**src/rtl/exec_ctrl_stage.sv**
```systemverilog
// Execute-stage control pipeline register with conditional-execution and flag register.
// Controls are registered from D to E (1 cycle); gated outputs and CondExE are combinational from E state.
// StallE holds the stage and defers flag writes; FlushE injects a bubble but still retires E's flag write.
module exec_ctrl_stage (
    input  logic       clk,
    input  logic       reset,
    input  logic       StallE,
    input  logic       FlushE,
    input  logic       PCSrcD,
    input  logic       RegWriteD,
    input  logic       MemtoRegD,
    input  logic       MemWriteD,
    input  logic       BranchD,
    input  logic       ALUSrcD,
    input  logic [1:0] ALUControlD,
    input  logic [1:0] FlagWriteD,
    input  logic [3:0] CondD,
    input  logic [3:0] ALUFlagsE,
    output logic       PCSrcE,
    output logic       RegWriteE,
    output logic       MemWriteE,
    output logic       BranchTakenE,
    output logic       MemtoRegE,
    output logic       ALUSrcE,
    output logic [1:0] ALUControlE,
    output logic       CondExE,
    output logic [3:0] FlagsE
);

    typedef struct packed {
        logic       pc_src;
        logic       reg_write;
        logic       mem_to_reg;
        logic       mem_write;
        logic       branch;
        logic       alu_src;
        logic [1:0] alu_control;
        logic [1:0] flag_write;
        logic [3:0] cond;
    } ctrl_t;

    // A bubble executes unconditionally (AL) so it never suppresses anything by accident.
    localparam ctrl_t BUBBLE = '{
        pc_src:      1'b0,
        reg_write:   1'b0,
        mem_to_reg:  1'b0,
        mem_write:   1'b0,
        branch:      1'b0,
        alu_src:     1'b0,
        alu_control: 2'b00,
        flag_write:  2'b00,
        cond:        4'b1110
    };

    ctrl_t ctrl_d;
    ctrl_t ctrl_e;
    logic  [3:0] flags;
    logic  cond_ex;
    logic  flag_n;
    logic  flag_z;
    logic  flag_c;
    logic  flag_v;

    always_comb begin
        ctrl_d.pc_src      = PCSrcD;
        ctrl_d.reg_write   = RegWriteD;
        ctrl_d.mem_to_reg  = MemtoRegD;
        ctrl_d.mem_write   = MemWriteD;
        ctrl_d.branch      = BranchD;
        ctrl_d.alu_src     = ALUSrcD;
        ctrl_d.alu_control = ALUControlD;
        ctrl_d.flag_write  = FlagWriteD;
        ctrl_d.cond        = CondD;
    end

    always_ff @(posedge clk) begin
        if (reset) begin
            ctrl_e <= BUBBLE;
        end else if (FlushE) begin
            ctrl_e <= BUBBLE;
        end else if (!StallE) begin
            ctrl_e <= ctrl_d;
        end
    end

    assign flag_n = flags[3];
    assign flag_z = flags[2];
    assign flag_c = flags[1];
    assign flag_v = flags[0];

    always_comb begin
        cond_ex = 1'b0;
        case (ctrl_e.cond)
            4'b0000: cond_ex = flag_z;
            4'b0001: cond_ex = !flag_z;
            4'b0010: cond_ex = flag_c;
            4'b0011: cond_ex = !flag_c;
            4'b0100: cond_ex = flag_n;
            4'b0101: cond_ex = !flag_n;
            4'b0110: cond_ex = flag_v;
            4'b0111: cond_ex = !flag_v;
            4'b1000: cond_ex = flag_c && !flag_z;
            4'b1001: cond_ex = !flag_c || flag_z;
            4'b1010: cond_ex = (flag_n == flag_v);
            4'b1011: cond_ex = (flag_n != flag_v);
            4'b1100: cond_ex = !flag_z && (flag_n == flag_v);
            4'b1101: cond_ex = flag_z || (flag_n != flag_v);
            4'b1110: cond_ex = 1'b1;
            default: cond_ex = 1'b0;
        endcase
    end

    // Flag write is tied to the edge on which E advances, so a stalled instruction writes once.
    // FlushE does not block it: the flush replaces the next instruction, not the one in E.
    always_ff @(posedge clk) begin
        if (reset) begin
            flags <= 4'b0000;
        end else if (!StallE && cond_ex) begin
            if (ctrl_e.flag_write[1]) begin
                flags[3:2] <= ALUFlagsE[3:2];
            end
            if (ctrl_e.flag_write[0]) begin
                flags[1:0] <= ALUFlagsE[1:0];
            end
        end
    end

    assign CondExE      = cond_ex;
    assign PCSrcE       = ctrl_e.pc_src    & cond_ex;
    assign RegWriteE    = ctrl_e.reg_write & cond_ex;
    assign MemWriteE    = ctrl_e.mem_write & cond_ex;
    assign BranchTakenE = ctrl_e.branch    & cond_ex;
    assign MemtoRegE    = ctrl_e.mem_to_reg;
    assign ALUSrcE      = ctrl_e.alu_src;
    assign ALUControlE  = ctrl_e.alu_control;
    assign FlagsE       = flags;

endmodule

```
**config.mk**
```make
export PLATFORM = sky130hd
export DESIGN_NAME = exec_ctrl_stage
export DESIGN_NICKNAME = d
export VERILOG_FILES = /design/src/rtl/exec_ctrl_stage.sv
export SDC_FILE = /design/constraint.sdc
export NUM_CORES = 1
export LEC_CHECK = 0
export CORE_ASPECT_RATIO = 1.1
export CORE_MARGIN = 5
export CORE_UTILIZATION = 46
export DETAILED_ROUTE_END_ITERATION = 8
export HOLD_SLACK_MARGIN = 0.02
export PLACE_DENSITY = 0.85
export SLEW_MARGIN = 15
export SYNTH_ARGS = -nofsm -noshare
export SYNTH_HDL_FRONTEND = slang
export SYNTH_SLANG_ARGS = --single-unit
```
**constraint.sdc**
```tcl
create_clock -name clk -period 2.6 [get_ports clk]
set_input_delay 0.26 -clock clk [delete_from_list [all_inputs] [get_ports clk]]
set_output_delay 0.26 -clock clk [all_outputs]
set_load 0.01 [all_outputs]
```
==> summary.txt <==
Run status
  • Result of the run: finished clean

Floorplanning
  • Die Ht: 57.2 µm
  • Area of the core region: 1980 µm²
  • Starting Density: 47.0%
  • I/O pin total: 35
  • Floorplan die width: 52.9 µm
  • Number of core rows: 17
  • Total Die Area: 3020 µm²

STA
  • TNS Setup: 0 ps
  • Portion of the clock cycle consumed by the worst path in the final layout: 90.1%
  • Setup repair after global routing missed its margin: no
  • Slew of the pin with the lowest slew margin: 352 ps
  • Min Clock Period, post-route: 2340 ps
  • Slew margin rel.: 76.5%
  • Highest attainable clock frequency: 0.427 GHz
  • Number of hold violations in the final report: 0
  • Skew final: 3.13 ps
  • Fin worst setup slack: 258 ps
  • Final Setup Violations: 0
  • Total count of max-transition violations in the final report: 0

Routing
  • Remaining antenna violation count after routing: 0
  • Initial DRT Pass Iterations: 4
  • Drt wl/cell: 13.3 µm
  • Via count normalized by instance count: 4.84
  • Highest routing layer actually used: met4
  • Overall via count from detail_route: 769
  • Remaining routing DRC violations: 0
  • Met2 wire length: 1.09 mm
  • Met1 wire length: 883 µm
  • Total met3 wirelength after detailed routing: 118 µm
  • Wire length reported by the detailed router: 2.11 mm
  • Detailed Route Iter0 Violations: 11

Clocking
  • Clock latency at the later pin of the worst-skew pair: 290 ps
  • Number of CTS-inserted buffers: 3
  • Hold Buf Count CTS: 0
  • CTS HTree Levels: 1
  • Clock transition time at the flip-flop clock pins of the worst setup and hold paths: 100 ps
  • CTS sink count: 18
  • CTS tree: done
  • Longest Clk Path Bufs: 2
  • Root Driver: sky130_fd_sc_hd__clkbuf_4

Yosys
  • Commonest cells in the synthesized netlist: sky130_fd_sc_hd__mux2i_1 (19), sky130_fd_sc_hd__dfxtp_1 (18), sky130_fd_sc_hd__nor2_1 (13)
  • Synthesized flop and latch total: 18
  • EDFF count, synth: 0
  • Synth Area in Simple Gates: 23.7%
  • Share of cell area taken by muxes after synthesis: 24.1%
  • Async set or reset register ratio after synthesis: 0%
  • Synthesized area per cell: 9.49 µm²
  • Dominant combinational cell family by area after synthesis: multiplexers
  • Count of warnings emitted by yosys: 0
  • Mapped Cells: 98
  • Leading area contributor after synthesis: sky130_fd_sc_hd__dfxtp_1
  • Share of the synthesized netlist area taken by xor and xnor gates: 0.942%
  • Primary flip-flop cell chosen by synthesis mapping: sky130_fd_sc_hd__dfxtp_1
  • Dominant cells by area after synthesis: sky130_fd_sc_hd__dfxtp_1 (39%), sky130_fd_sc_hd__mux2i_1 (20%), sky130_fd_sc_hd__nand2b_1 (7.4%)
  • Adder-cell share of the synthesized area: 0%
  • Area fraction in compound gates after synthesis: 7.81%
  • Post-synth cell types: 25
  • Area share of the largest cell type after synthesis: 38.8%
  • Most common cell in the netlist: sky130_fd_sc_hd__mux2i_1
  • Sequential fraction of the synthesis area: 38.8%
  • Netlist area before placement: 930 µm²
  • Syn_nets: 120

Place
  • Port Buffer Count: 34
  • Placed instance count: 154
  • Placement-stage worst setup slack: 204 ps
  • Post-DP HPWL: 1.66 mm
  • Placer congestion estimate: 0.942

Power and ir drop
  • Share of total power in the clock network: 30.3%
  • Switching fraction of total power: 23.1%
  • Int Pwr: 0.432 mW
  • Power density relative to cell area: 426 nW/µm²
  • Maximum vdd ir drop: 0.406 mV
  • Share of total power in sequential cells: 51.9%
  • Switch Pwr: 0.130 mW
  • Static Leakage: 0.540 nW
  • Combinational share of power: 17.8%
  • Total power draw: 0.562 mW

Hold path
  • Worst hold path class: flop to flop

Final layout
  • Final Util: 66.8%
  • Ant diodes: 0
  • Layout cell share with drive strength beyond 1: 13.0%
  • Filler-free cell count of the finished design: 159
  • Number of inserted filler cells in the final layout: 158
  • Post-synthesis to final-layout area growth: 42.1%
  • Nets: 154

Setup path
  • Setup slack of the most critical reg-to-reg path: 710 ps
  • CP max stage cell: sky130_fd_sc_hd__dfxtp_2
  • Delay of the slowest cell on the worst path: 380 ps
  • Kind of end point of the critical path: output pin
  • Cell breakdown of the critical path: or3b_1 > o311ai_1 > mux2_2 > and2_4 > nor2b_1 > dlygate4sd2_1
  • Type of element launching the critical path: flop
  • Required arrival time at the worst endpoint: 2340 ps
  • Data arrival time of the critical path: 2080 ps
  • Worst Setup Path Type: flop to output pin
  • Biggest fanout along the worst timing path: 6

Global route
  • Largest net degree at the start of global routing: 17
  • First-pass GRT wire length: 3.64 mm
  • Sum of overflow across all layers after global routing: 0
  • Total routing usage reported by global routing: 15.8%
  • Initial antenna violation count: 0
  • Vias in the first global route: 818

Run
  • Max-cap violations: 0
## sequential cells by signal (all words and copies together), names as in the netlist
register,count
ALUControlE,2
ALUSrcE,1
FlagsE,4
MemtoRegE,1
ctrl_e,10
## cell families after synthesis
group	after synthesis
AO/OA/AOI/OAI	7
buffers and inverters	9
AND/OR/NAND/NOR	41
multiplexers	22
flip-flops	18
XOR/XNOR	1
## worst max-delay path: cells and delay by family (launching register included)
kind	cells	cell delay, ps
compound gates	1	100
buf+inv	1	270
flops	1	380
mux	1	380
simple gates	3	660
## power groups by stage
stage | clock, mW | combinational [mW] | sequential (mW)
2_1_floorplan | 0 | 0.0526 | 0.296
3_5_place_dp | 0 | 0.101 | 0.298
6_report | 0.171 | 0.0998 | 0.292
4_1_cts | 0.173 | 0.101 | 0.292
5_1_grt | 0.186 | 0.109 | 0.294
3_3_place_gp | 0 | 0.0992 | 0.297
## final cells by class
| cell class | count | area (µm²) | share of cell area [%] |
|---|---|---|---|
| clock buffer | 4 | 36.3 | 2.75 |
| inverter | 2 | 7.51 | 0.568 |
| multi-input combinational | 71 | 526 | 39.8 |
| sequential | 18 | 364 | 27.6 |
| tap | 28 | 35.0 | 2.65 |
| timing repair buffer | 36 | 353 | 26.7 |
## routing by layer
metal	vias up	global-route usage, %
met3	2	3.66
met2	20	26.1
met1	352	19.5
met4	0	6.57
li1	395	-
met5	-	0
## timing repair
action                                  CTS  global route
endpoints found under the setup margin    5             1
resized for setup                         7             2
setup buffers                             1             0
## layout by cell type (no fill, tap or decap), types with 2 or more instances in the layout
cell,n
sky130_fd_sc_hd__clkdlybuf4s50_1,29
sky130_fd_sc_hd__mux2i_1,19
sky130_fd_sc_hd__dfxtp_1,15
sky130_fd_sc_hd__nor2_1,13
sky130_fd_sc_hd__nand2b_1,11
sky130_fd_sc_hd__nor2b_1,5
sky130_fd_sc_hd__nand2_1,4
sky130_fd_sc_hd__dlygate4sd2_1,4
sky130_fd_sc_hd__dfxtp_2,3
sky130_fd_sc_hd__mux2_2,3
sky130_fd_sc_hd__clkbuf_4,3
sky130_fd_sc_hd__o21ai_0,2
sky130_fd_sc_hd__inv_1,2
sky130_fd_sc_hd__a21oi_2,2
sky130_fd_sc_hd__buf_4,2
## stage by stage
step                      instance area, µm²  hold WS, ps
after floorplan                          930          375
after global placement                  1280          475
after detailed placement                1280          486
after CTS                               1320          511
after global routing                    1320          526
final                                   1320          508
## path summary, 6_finish.rpt
kind,start,end,cells past startpoint
setup / recovery,ctrl_e[2],PCSrcE,6
hold / removal,ALUControlE[0],ALUControlE[0],2
setup reg to reg,ctrl_e[2],FlagsE[0],6
hold reg to reg,ALUControlE[0],ALUControlE[0],2
Note: power is estimated with default switching activity, not from simulation.
==> variant (config.mk and constraints unchanged) <==
Register the output `FlagsE` once more; this adds one clock of latency there. The other outputs are not delayed to match.
--- a/src/rtl/exec_ctrl_stage.sv
+++ b/src/rtl/exec_ctrl_stage.sv
@@ -134,5 +134,7 @@
     assign ALUSrcE      = ctrl_e.alu_src;
     assign ALUControlE  = ctrl_e.alu_control;
-    assign FlagsE       = flags;
+    always_ff @(posedge clk) begin
+        FlagsE <= flags;
+    end
 
 endmodule
Function: changed (a bounded check fails within 4 cycles, from zero or initial values and one cycle with reset high).
==> variant against the unedited design <==
Clock power is 12% higher. Combinational power is 4% higher. Sequential cell count is 4 higher. Synthesized area is 14% higher. Final area is 12% higher. Sequential share of layout area is 2.9 points higher. Total power is 16% higher. Wire length is 11% higher. Worst setup slack worse by 0.15 ns. Largest power group unchanged. Highest routed layer unchanged.
==> variant: results (changes against the unedited design) <==
run status complete, no violations (unchanged); Placed Cells 161 (was 154); routed vias/inst 5.01 (was 4.84); RePlAce Congestion 0.808 (was 0.942); # H-tree levels 1 (unchanged); hpwl dp 1720 um (was 1660 um); Worst Skew 0.00191 ns (was 0.00313 ns); dominant cells by area after synthesis dfxtp_1 42%, mux2i_1 19%, nand2b_1 5.3% (was dfxtp_1 39%, mux2i_1 20%, nand2b_1 7.4%); Worst R2R Setup Slack 0.77 ns (was 0.71 ns); Reg2Reg Depth 7 (was 6); Critical R2R Launch flags[0] (was ctrl_e[2]); Total GRT Usage 0.153 (was 0.158); routed len/inst 14.0 um (was 13.3 um); end of the worst register-to-register path flags[2] (was FlagsE[0]); worst hold slack 0.411 ns (was 0.508 ns); Netlist cell types 27 (was 25); non-filler cells, final 168 (was 159); leakage 0.643 nW (was 0.540 nW); Worst-path clk slew 0.12 ns (was 0.10 ns); hold path depth 0 (was 2); peak fanout along the critical path 5 (was 6); Arrival @ worst endpoint 2.23 ns (was 2.08 ns); WHS Endpoint FlagsE[3] (was ALUControlE[0]); worst-margin pin slew 0.397 ns (was 0.352 ns); Clk Latency, worst-skew pair 0.32 ns (was 0.29 ns); Pre-antenna DRT Iters 2 (was 4); commonest cells in the netlist 22 x dfxtp_1, 20 x mux2i_1, 13 x nor2_1 (was 19 x mux2i_1, 18 x dfxtp_1, 13 x nor2_1); vias in the first global route 912 (was 818); root buffer cell clkbuf_4 (unchanged); net switching power 154 uW (was 130 uW); part of the Yosys area used for sequential elements 0.415 (was 0.388); ratio of cells with drive above 1 in the final layout 0.159 (was 0.130); initial drt markers 9 (was 11); peak supply drop 413 uV (was 406 uV); Net Count, Synth 127 (was 120); Hold Path Origin flags[3] (was ALUControlE[0])
-- variant: cell count changes after synthesis, sizes merged, moves of 2 or more --
cell,delta
nor2b,-5
nor4b,+4
mux2,-2
nand3b,+2
nand2b,-2
dfxtp,+4
and2,+4
-- variant: routing by layer --
layer | vias up | GRT usage | share of wire
met5 | - | 0 | 0
met4 | 0 | 0.108 | 0.036
met3 | 7 | 0.0362 | 0.054
met2 | 27 | 0.277 | 0.51
met1 | 387 | 0.160 | 0.40
li1 | 420 | - | -
-- variant: cells by family (layout without fill, tap and decap cells) --
kind of cell / count (synthesis) / after routing / synth area share
AOI/OAI and AO/OA: 8 / 8 / 0.0578
xor gates and xnor gates: 1 / 1 / 0.00826
buffers and inverters: 11 / 44 / 0.0613
DFF: 22 / 22 / 0.415
muxes: 21 / 21 / 0.199
and+or+nand+nor: 42 / 42 / 0.258
-- variant: how the worst max path moves through the flow --
stage,slack (ns),to,start
CTS,0.02,CondExE,flags[0]
global route,0.000004,RegWriteE,flags[0]
floorplan,0.73,BranchTakenE,ctrl_e[2]
finish,0.11,PCSrcE,flags[0]
detailed placement,0.18,RegWriteE,ctrl_e[3]
global placement,0.25,BranchTakenE,ctrl_e[3]
-- variant: final cells by class --
class | count | area, um2
clock buffer | 4 | 36.3
inverter | 2 | 7.51
sequential | 22 | 450
fill | 168 | 751
tap | 30 | 37.5
timing repair buffer | 38 | 368
multi-input combinational | 72 | 579
-- variant: power groups by stage --
| stage | clock network, mW | registers, mW | logic (mW) |
|---|---|---|---|
| detailed placement | 0 | 0.363 | 0.0985 |
| global placement | 0 | 0.363 | 0.0961 |
| floorplan | 0 | 0.359 | 0.0546 |
| global route | 0.217 | 0.357 | 0.113 |
| CTS | 0.201 | 0.356 | 0.105 |
| finish | 0.192 | 0.356 | 0.104 |
-- variant: through the flow --
stage	area, um2	setup WS [ns]
3_3_place_gp	1390	0.251
6_report	1480	0.111
4_1_cts	1470	0.0162
3_5_place_dp	1390	0.175
5_1_grt	1480	0.00000400
2_1_floorplan	1060	0.726
-- variant: timing repair --
| action | CTS | global route |
|---|---|---|
| pin swaps | 1 | 3 |
| setup endpoints to repair | 5 | 5 |
| setup buffers | 3 | 0 |
| resized for setup | 11 | 4 |
-- variant: critical path: stages, from the launching register on --
cell and delay, ns:
dfxtp_2 0.37, xor2_2 0.20, a32o_1 0.29, o311ai_4 0.26
nand4_4 0.16, buf_4 0.19, and2_1 0.15, dlygate4sd2_1 0.28
